--- src/rtl/count_arb.sv ---
// count_arb: round-robin arbiter that lets one of two requesters stream a
// burst of LEN serial bits into a shared sequence detector. The arbiter
// counts the detector's hits during the burst and reports the total.
//
// All flops update on the falling edge of ck. rst_n is asynchronous and
// active-low.
//
// Ports
//   ck          clock (falling-edge active)
//   rst_n       asynchronous active-low reset
//   req0/req1   burst requests
//   a0/a1       requester serial data bits
//   gnt0/gnt1   one-hot grant, high during FLUSH, STREAM and DONE
//   a           serial bit to the detector (0 outside STREAM)
//   clr         one-cycle flush pulse to the detector (FLUSH state)
//   b           detector hit flag
//   done        burst-complete pulse (DONE state)
//   abort       one-cycle pulse after the granted requester drops req
//   hcnt        hit count of the last completed burst
//   state_o     current FSM state, for observation
//
// Handshake: a requester raises req and keeps it high for the whole burst.
// gnt tells it that it owns the datapath. If req drops while gnt is high
// and before DONE, the burst is abandoned. The requester that is not
// granted is ignored until the FSM is back in IDLE.
module count_arb #(
  parameter int LEN = 8
) (
  input  logic       ck,
  input  logic       rst_n,
  input  logic       req0,
  input  logic       req1,
  input  logic       a0,
  input  logic       a1,
  input  logic       b,
  output logic       gnt0,
  output logic       gnt1,
  output logic       a,
  output logic       clr,
  output logic       done,
  output logic       abort,
  output logic [3:0] hcnt,
  output logic [1:0] state_o
);

  localparam logic [1:0] IDLE   = 2'd0;
  localparam logic [1:0] FLUSH  = 2'd1;
  localparam logic [1:0] STREAM = 2'd2;
  localparam logic [1:0] DONE   = 2'd3;

  localparam logic [3:0] LAST = 4'(LEN - 1);

  logic [1:0] state_q, state_d;
  logic       owner_q, owner_d;   // granted requester: 0 or 1
  logic       prio_q, prio_d;     // requester that wins a tie
  logic [3:0] cnt_q, cnt_d;       // STREAM cycles completed
  logic [3:0] acc_q, acc_d;       // hits seen in the current burst
  logic [3:0] hcnt_q, hcnt_d;
  logic       abort_q, abort_d;

  logic       req_own;
  logic [3:0] acc_inc;

  always_comb begin
    req_own = owner_q ? req1 : req0;
    // Saturating add of this cycle's hit.
    acc_inc = (acc_q == 4'd15) ? acc_q : acc_q + {3'd0, b};

    state_d = state_q;
    owner_d = owner_q;
    prio_d  = prio_q;
    cnt_d   = cnt_q;
    acc_d   = acc_q;
    hcnt_d  = hcnt_q;
    abort_d = 1'b0;

    case (state_q)
      IDLE: begin
        if (req0 || req1) begin
          // On a tie the pointer decides. A lone requester always wins.
          owner_d = (req0 && req1) ? prio_q : req1;
          state_d = FLUSH;
        end
      end
      FLUSH: begin
        cnt_d = 4'd0;
        acc_d = 4'd0;
        if (!req_own) begin
          state_d = IDLE;
          abort_d = 1'b1;
          prio_d  = ~prio_q;
        end else begin
          state_d = STREAM;
        end
      end
      STREAM: begin
        if (!req_own) begin
          state_d = IDLE;
          abort_d = 1'b1;
          prio_d  = ~prio_q;
        end else begin
          cnt_d = cnt_q + 4'd1;
          acc_d = acc_inc;
          if (cnt_q == LAST) begin
            // Load hcnt with the final hit so it is valid while done is high.
            state_d = DONE;
            hcnt_d  = acc_inc;
          end
        end
      end
      default: begin // DONE
        state_d = IDLE;
        prio_d  = ~prio_q;
      end
    endcase
  end

  always_ff @(negedge ck or negedge rst_n) begin
    if (!rst_n) begin
      state_q <= IDLE;
      owner_q <= 1'b0;
      prio_q  <= 1'b0;
      cnt_q   <= 4'd0;
      acc_q   <= 4'd0;
      hcnt_q  <= 4'd0;
      abort_q <= 1'b0;
    end else begin
      state_q <= state_d;
      owner_q <= owner_d;
      prio_q  <= prio_d;
      cnt_q   <= cnt_d;
      acc_q   <= acc_d;
      hcnt_q  <= hcnt_d;
      abort_q <= abort_d;
    end
  end

  // Outputs are decoded from the registered state. A reset therefore clears
  // them at once, without waiting for a clock edge.
  assign gnt0    = (state_q != IDLE) && !owner_q;
  assign gnt1    = (state_q != IDLE) &&  owner_q;
  assign a       = (state_q == STREAM) && (owner_q ? a1 : a0);
  assign clr     = (state_q == FLUSH);
  assign done    = (state_q == DONE);
  assign abort   = abort_q;
  assign hcnt    = hcnt_q;
  assign state_o = state_q;

endmodule

--- config.mk ---
export PLATFORM = sky130hd
export DESIGN_NAME = count_arb
export DESIGN_NICKNAME = d
export VERILOG_FILES = /design/src/rtl/count_arb.sv
export SDC_FILE = /design/constraint.sdc
export NUM_CORES = 1
export LEC_CHECK = 0
export CELL_PAD_IN_SITES_DETAIL_PLACEMENT = 0
export CELL_PAD_IN_SITES_GLOBAL_PLACEMENT = 1
export CORE_MARGIN = 4
export CORE_UTILIZATION = 30
export DETAILED_ROUTE_END_ITERATION = 16
export PLACE_DENSITY_LB_ADDON = 0.1
export SYNTH_ARGS = -nofsm -noshare
export SYNTH_HDL_FRONTEND = slang
export SYNTH_SLANG_ARGS = --single-unit
--- constraint.sdc ---
create_clock -name ck -period 3.5 [get_ports ck]
set_input_delay 0.875 -clock ck [delete_from_list [all_inputs] [get_ports ck]]
set_output_delay 0.875 -clock ck [all_outputs]
set_load 0.005 [all_outputs]
Yosys cells after proc, flatten, opt, wreduce, memory -nomap -nowiden

Cells that the tools add are included.

Register bits: 17
Bits in latches: 0
Bits in writable memories: 0
Memory bits (read-only): 0
Input bits: 7
Output and inout bits: 12
Logic and storage cells: 52
Memories: 0

Add/sub/neg operators: 2
$mul: 0
Div/mod/pow operators: 0
Magnitude comparators: 0
Equality and inequality tests: 9
Shift-type cells: 0
Mux-type cells: 17
Bitwise logic cells: 2
Reduce and logical (&&, ||, !) cells: 15

Operators by type and width:

| cell                                                                   | number |
|---|---|
| 4-bit case mux with 2 select lines                                     | 2 |
| 4-bit two-way mux                                                      | 3 |
| 2-bit two-way mux                                                      | 4 |
| 2-bit AND reduction                                                    | 4 |
| 1-bit two-way mux                                                      | 6 |
| 2-bit inequality test (second input constant)                          | 3 |
| 2-bit case mux with 3 select lines                                     | 1 |
| 4-bit by 1-bit adder with 4-bit output                                 | 1 |
| 4-bit by 1-bit adder with 4-bit output (second input constant)         | 1 |
| 2-bit equality test (second input constant)                            | 2 |
| 4-bit by 3-bit equality test with 1-bit output (second input constant) | 1 |
| 4-bit equality test (second input constant)                            | 1 |
| 1-bit logical AND                                                      | 4 |
| 2-bit nonzero test                                                     | 2 |
| 3-bit inequality test (second input constant)                          | 1 |
| 3-bit AND reduction                                                    | 1 |
| 2-bit by 1-bit equality test with 1-bit output (second input constant) | 1 |
| 2-bit zero test                                                        | 1 |
| 1-bit NOT                                                              | 2 |
| 1-bit case mux with 2 select lines                                     | 1 |
| 2-bit OR reduction                                                     | 1 |
| 1-bit zero test                                                        | 1 |
| 1-bit logical OR                                                       | 1 |

Longest topological paths before layout

Gate-level depths: netlist of run 1.

Depth in word-level cells: 4
Depth in mapped cells: 7
Gate-level depth less buffers: 5

==> key figures, run 1 <==
Status
  • Status: finished, violations left
  • Failing checks: setup timing

Timing
  • Slew Limit Headroom: 76.7%
  • Setup slack after layout: -0.459 ns
  • # setup viols final: 7
  • Slew at the pin with the worst max-slew slack: 0.349 ns
  • Clock skew: 0.00795 ns
  • Max Slew Vio Count: 0
  • Final Hold Vio Count: 0
  • RSZ-0062 raised after global routing: true

Global route
  • Largest net degree at the start of global routing: 18
  • Vias in the first global route: 922
  • Antenna violations before repair: 0
  • M3 GR Usage: 3.76%
  • Met2 Track Usage GR: 23.5%
  • M1 GR Usage: 18.0%
  • First-pass GRT wire length: 4480 µm
  • GRT Util Overall: 13.9%
  • Gr busiest metal: met2
  • GRT overflow: 0

Synth
  • Sequential share of the synthesized area: 43.4%
  • Most frequent cells after synthesis: dfrtn_1, ha_1, a21oi_1
  • Syn_nets: 107
  • Ys flop type: dfrtn_1
  • Fraction of registers with async set/reset: 100%
  • Yosys cell types: 35
  • Number of enable flip-flop cells after synthesis: 0
  • Synth Warn #: 0
  • Post-synthesis cell count: 92
  • Cell taking the most area after synthesis: dfrtn_1
  • Mapped Avg Cell Area: 10.6 µm²
  • Seq cells post-synth: 17
  • Post-synth top area share: 43.4%
  • Synthesized area: 980 µm²
  • Count leader, synth: dfrtn_1
  • Largest cells by area after synthesis: dfrtn_1, ha_1, o211ai_1, a21oi_1, mux2i_1

Die
  • # rows: 20
  • Die ar.: 4240 µm²
  • Initial Util: 31.8%
  • Die W: 65.1 µm
  • Die Span Y: 65.1 µm
  • Core region area: 3080 µm²
  • I/O Pins: 19

Placed design
  • Placer Congestion: 0.727
  • PortBufs: 18
  • Cells after DPL: 167
  • Dpl hpwl: 1820 µm

Job
  • Maxcap violations: 0

Critical path
  • Worst endpoint required time: 2.62 ns
  • Most frequent CP cell: buf_6
  • Crit Path Category: flop to output pin
  • Critical path buffer and inverter count: 4
  • CP delay by family, top: flip-flops
  • Critical-path cell with the highest stage delay: dfrtn_1
  • CP Data Arrival Time: 3.08 ns
  • Crit Path Max Fanout: 3
  • Slowest stage delay, CP: 0.49 ns
  • CP cell instances: buf_6 -> inv_4 -> buf_6 -> ha_4 -> buf_6
  • Startpoint Class: flop
  • Worst setup EP type: output pin

Min path
  • Hold WC Path Type: flop to flop

Clock network
  • Clock slew seen by the registers of the worst setup and hold paths: 0.08 ns
  • Clock root buffer master: clkbuf_4
  • Clock tree from TritonCTS: done
  • Clock sinks: 17
  • # H-tree levels: 1
  • Worst-skew pair later-pin latency: 0.30 ns
  • Maximum root-to-sink buffer count: 2
  • # hold bufs at CTS: 0
  • Clock buffer count from CTS: 3

Route
  • DR DRC count: 0
  • Via count: 867
  • 1st-pass router iterations: 4
  • Antenna-violating nets left: 0
  • Total wire length: 2620 µm
  • 1st-iter DRT viols: 30
  • Routed len/inst: 14.4 µm
  • Vias/cell: 4.79

Finish
  • # diodes: 0
  • Utilization after layout: 48.7%
  • Non-Filler Instances: 181
  • Area grow syn2layout: 53.0%
  • Share of post-route cells with drive strength above 1: 43.1%
  • Total Nets Final: 153

Power and ir drop
  • Cell Pwr Density: 617 nW/µm²
  • Max VDD drop: 328 µV
  • Leak pwr: 0.687 nW
## what timing repair did
item	CTS	global route
pin swaps	4	6
setup endpoints to repair	27	16
gates resized for setup	70	7
buffers inserted	8	5
## cell usage in the layout, fill, tap and decap left out, drive strengths merged, types with 3 or more instances in the layout
cell type       n
nor2b           3
o211ai          5
mux2i           4
a21oi           7
o21ai           6
dfrtn          17
buf            37
ha              8
clkbuf          4
nor2            4
inv             3
nand2           3
clkdlybuf4s50   3
nand3           4
## final timing paths
path	start	endpoint	slack (ns)	cells past startpoint
min reg2reg	prio_q	prio_q	0.44	1
max reg2reg	state_o[1]	state_o[1]	1.69	9
max	state_o[1]	clr	-0.46	5
max in group asynchronous	rst_n	prio_q	0.75	2
min in group asynchronous	rst_n	cnt_q[2]	2.52	2
min	prio_q	prio_q	0.44	1
## cells by family (layout without fill, tap and decap cells)
kind of cell / Yosys count / in the layout / share of synthesized area, %
muxes: 5 / 5 / 6.90
DFF: 17 / 17 / 43.4
AOI/OAI and AO/OA: 28 / 28 / 18.9
xor gates and xnor gates: 2 / 2 / 1.79
buffers and inverters: 7 / 52 / 3.57
and+or+nand+nor: 25 / 25 / 15.2
adders and majority gates: 8 / 8 / 10.2
## power breakdown
group	total, mW	switching (mW)	internal (mW)
sequential	0.266	0.0287	0.238
clock	0.117	0.0746	0.0427
combinational	0.540	0.246	0.294
total	0.924	0.350	0.574
## per-layer routing
metal | part of all wire [%] | wire [µm]
met1 | 45 | 1190
met2 | 50 | 1310
met3 | 3.8 | 99
met4 | 0.69 | 18
met5 | 0 | 0
## layout make-up
| class | count | area, µm² |
|---|---|---|
| clock inverter | 1 | 5.00 |
| clock buffer | 3 | 22.5 |
| timing repair buffer | 44 | 364 |
| fill | 304 | 1580 |
| multi-input combinational | 68 | 604 |
| sequential | 17 | 425 |
| tap | 44 | 55.1 |
| inverter | 4 | 22.5 |
## metrics by stage
stage,power [mW],hold WS [ns],setup TNS (ns),area [µm²],setup slack (ns)
CTS,0.902,0.450,-2.64,1480,-0.437
global placement,0.704,0.436,-10.11,1350,-0.583
floorplan,0.495,0.405,-0.194,1010,-0.0804
detailed placement,0.704,0.442,-10.55,1350,-0.600
global route,1.01,0.492,-3.09,1500,-0.522
finish,0.924,0.437,-2.69,1500,-0.459
## registers in the layout (all words and copies together) (netlist names)
name / count
hcnt: 4
cnt_q: 4
prio_q: 1
acc_q: 4
owner_q: 1
abort: 1
state_o: 2
No activity file was read; power rests on OpenSTA's default activity.
==> run 2, diff against run 1 <==
--- a/config.mk
+++ b/config.mk
@@ -5,6 +5,7 @@
 export SDC_FILE = /design/constraint.sdc
 export NUM_CORES = 1
 export LEC_CHECK = 0
+export CAP_MARGIN = 15
 export CELL_PAD_IN_SITES_DETAIL_PLACEMENT = 0
 export CELL_PAD_IN_SITES_GLOBAL_PLACEMENT = 1
 export CORE_MARGIN = 4
==> results of run 2 <==
Same layout as run 1: the final DEF is identical, and so are final timing and power.
==> run 3, diff against run 2 <==
--- a/config.mk
+++ b/config.mk
@@ -10,8 +10,10 @@
 export CELL_PAD_IN_SITES_GLOBAL_PLACEMENT = 1
 export CORE_MARGIN = 4
 export CORE_UTILIZATION = 30
+export CTS_CLUSTER_SIZE = 16
 export DETAILED_ROUTE_END_ITERATION = 16
 export PLACE_DENSITY_LB_ADDON = 0.1
+export REMOVE_ABC_BUFFERS = 1
 export SYNTH_ARGS = -nofsm -noshare
 export SYNTH_HDL_FRONTEND = slang
 export SYNTH_SLANG_ARGS = --single-unit
==> constraint.sdc (replaced) <==
create_clock -name ck -period 4.9 [get_ports ck]
set_input_delay 1.225 -clock ck [delete_from_list [all_inputs] [get_ports ck]]
set_output_delay 1.225 -clock ck [all_outputs]
set_load 0.005 [all_outputs]
==> run 3 against run 2 <==
First-iteration DRC count rose by 30%. The run still ends with setup timing left. Flip-flop and latch count unchanged. Combinational power fell by 37%. Clock-buffer cell count is the same.
==> key figures, run 3 (synthesis gave the netlist of run 1 again) <==
Finish
  • Share of post-route cells with drive strength above 1: 31.5%
  • Area grow syn2layout: 45.2%
  • # fillers: 307
  • Total Nets Final: 146
  • Utilization after layout: 46.2%
  • Most frequent cells in the layout: dfrtn_1, buf_4, a21oi_1, clkdlybuf4s50_1, o21ai_0
  • Most common cell after layout, fill and taps aside: dfrtn_1
  • # diodes: 0

Power and ir drop
  • Power Internal: 388 µW
  • Max VDD drop: 231 µV
  • Leak pwr: 0.683 nW
  • Switching part of the total power: 36.9%
  • Sequential Power Share: 31.4%
  • Logic pwr share: 55.6%
  • Cell Pwr Density: 433 nW/µm²
  • Switching power: 227 µW
  • Clock power share: 13.0%

Timing
  • Slew at the pin with the worst max-slew slack: 0.328 ns
  • Clock skew: 0.00685 ns
  • # setup viols final: 4
  • Final Hold Vio Count: 0
  • RSZ-0062 raised after global routing: true
  • Setup slack after layout: -0.0164 ns
  • WHS: 0.434 ns
  • Max Slew Vio Count: 0
  • Slew Limit Headroom: 78.2%

Clock network
  • Clock buffer count from CTS: 3
  • Clock root buffer master: clkbuf_4
  • # H-tree levels: 1
  • Clock tree from TritonCTS: done
  • # hold bufs at CTS: 0
  • Maximum root-to-sink buffer count: 2
  • Worst-skew pair later-pin latency: 0.30 ns
  • Clock sinks: 17
  • Clock slew seen by the registers of the worst setup and hold paths: 0.08 ns

Status
  • Status: finished, violations left
  • Failing checks: setup timing

Critical path
  • Worst R2R Setup Slack: 3.23 ns
  • Worst reg2reg path endpoint: state_o[0]
  • Startpoint Class: flop
  • Origin of the worst setup path: state_o[1]
  • R2R Path Start: state_o[0]
  • Crit Path Category: flop to output pin
  • Worst setup EP type: output pin
  • Crit Path Max Fanout: 3
  • CP Data Arrival Time: 3.69 ns
  • Worst endpoint required time: 3.67 ns
  • R2R depth: 6

Global route
  • First-pass GRT wire length: 4240 µm
  • Antenna violations before repair: 0
  • GRT Util Overall: 13.2%
  • GRT overflow: 0
  • Largest net degree at the start of global routing: 18
  • Vias in the first global route: 917

Die
  • Die Span Y: 65.1 µm
  • # rows: 20
  • Core region area: 3080 µm²
  • Initial Util: 31.8%
  • Die W: 65.1 µm
  • Die ar.: 4240 µm²
  • I/O Pins: 19

Placed design
  • PortBufs: 18
  • Placer Congestion: 0.715
  • Dpl hpwl: 1780 µm

Route
  • DR DRC count: 0
  • Antenna-violating nets left: 0
  • Via count: 854
  • Vias/cell: 4.91
  • 1st-pass router iterations: 6
  • 1st-iter DRT viols: 39
  • Total wire length: 2410 µm
  • Routed len/inst: 13.9 µm

Job
  • Maxcap violations: 0

Min path
  • WHS Path Cells: 1
  • Hold_sp: prio_q
  • Hold WC Path Type: flop to flop
  • Worst Hold End: prio_q
-- run 3: through the flow --
step,total power [mW],cell area [µm²],setup WS [ns],TNS [ns],instances
2_1_floorplan,0.327,960,0.184,0,89
3_3_place_gp,0.489,1310,-0.198,-2.34,166
3_5_place_dp,0.488,1310,-0.225,-2.71,166
4_1_cts,0.614,1410,-0.142,-0.276,173
5_1_grt,0.670,1420,-0.0896,-0.437,174
6_report,0.615,1420,-0.0164,-0.0558,174
-- run 3: cell type report --
type	instances	area [µm²]	share of cell area (%)
clock buffer	3	22.5	1.58
clock inverter	1	5.00	0.352
inverter	4	15.0	1.06
multi-input combinational	68	572	40.2
sequential	17	425	29.9
tap	44	55.1	3.87
timing repair buffer	37	328	23.0
-- run 3: critical path, cell delays in order (launching register included) --
cell	delay, ns
dfrtn_1	0.48
buf_6	0.12
ha_4	0.12
inv_2	0.03
nor2_1	0.07
buf_2	0.12
-- run 3: how the worst max path moves through the flow --
stage	end	slack (ns)
global placement	acc_q[2]	-0.20
floorplan	a	0.18
global route	gnt1	-0.09
finish	a	-0.02
detailed placement	state_o[0]	-0.22
CTS	a	-0.14
-- run 3: power by group through the flow --
stage	clock (mW)	combinational, mW	sequential (mW)
4_1_cts	0.0838	0.337	0.193
6_report	0.0801	0.342	0.193
2_1_floorplan	0	0.128	0.199
5_1_grt	0.0919	0.380	0.198
3_5_place_dp	0	0.294	0.194
3_3_place_gp	0	0.294	0.194
-- run 3: timing repair --
item	4_1_cts	5_1_grt
endpoints found under the setup margin	9	8
setup buffers	4	2
resized for setup	34	11
pin swaps	0	2
-- run 3: layer usage --
layer	track usage [%]	vias to the layer above	part of all wire [%]
li1	-	422	-
met1	16.6	409	46
met2	21.6	17	48
met3	3.93	6	4.3
met4	4.66	0	1.9
met5	0	-	0
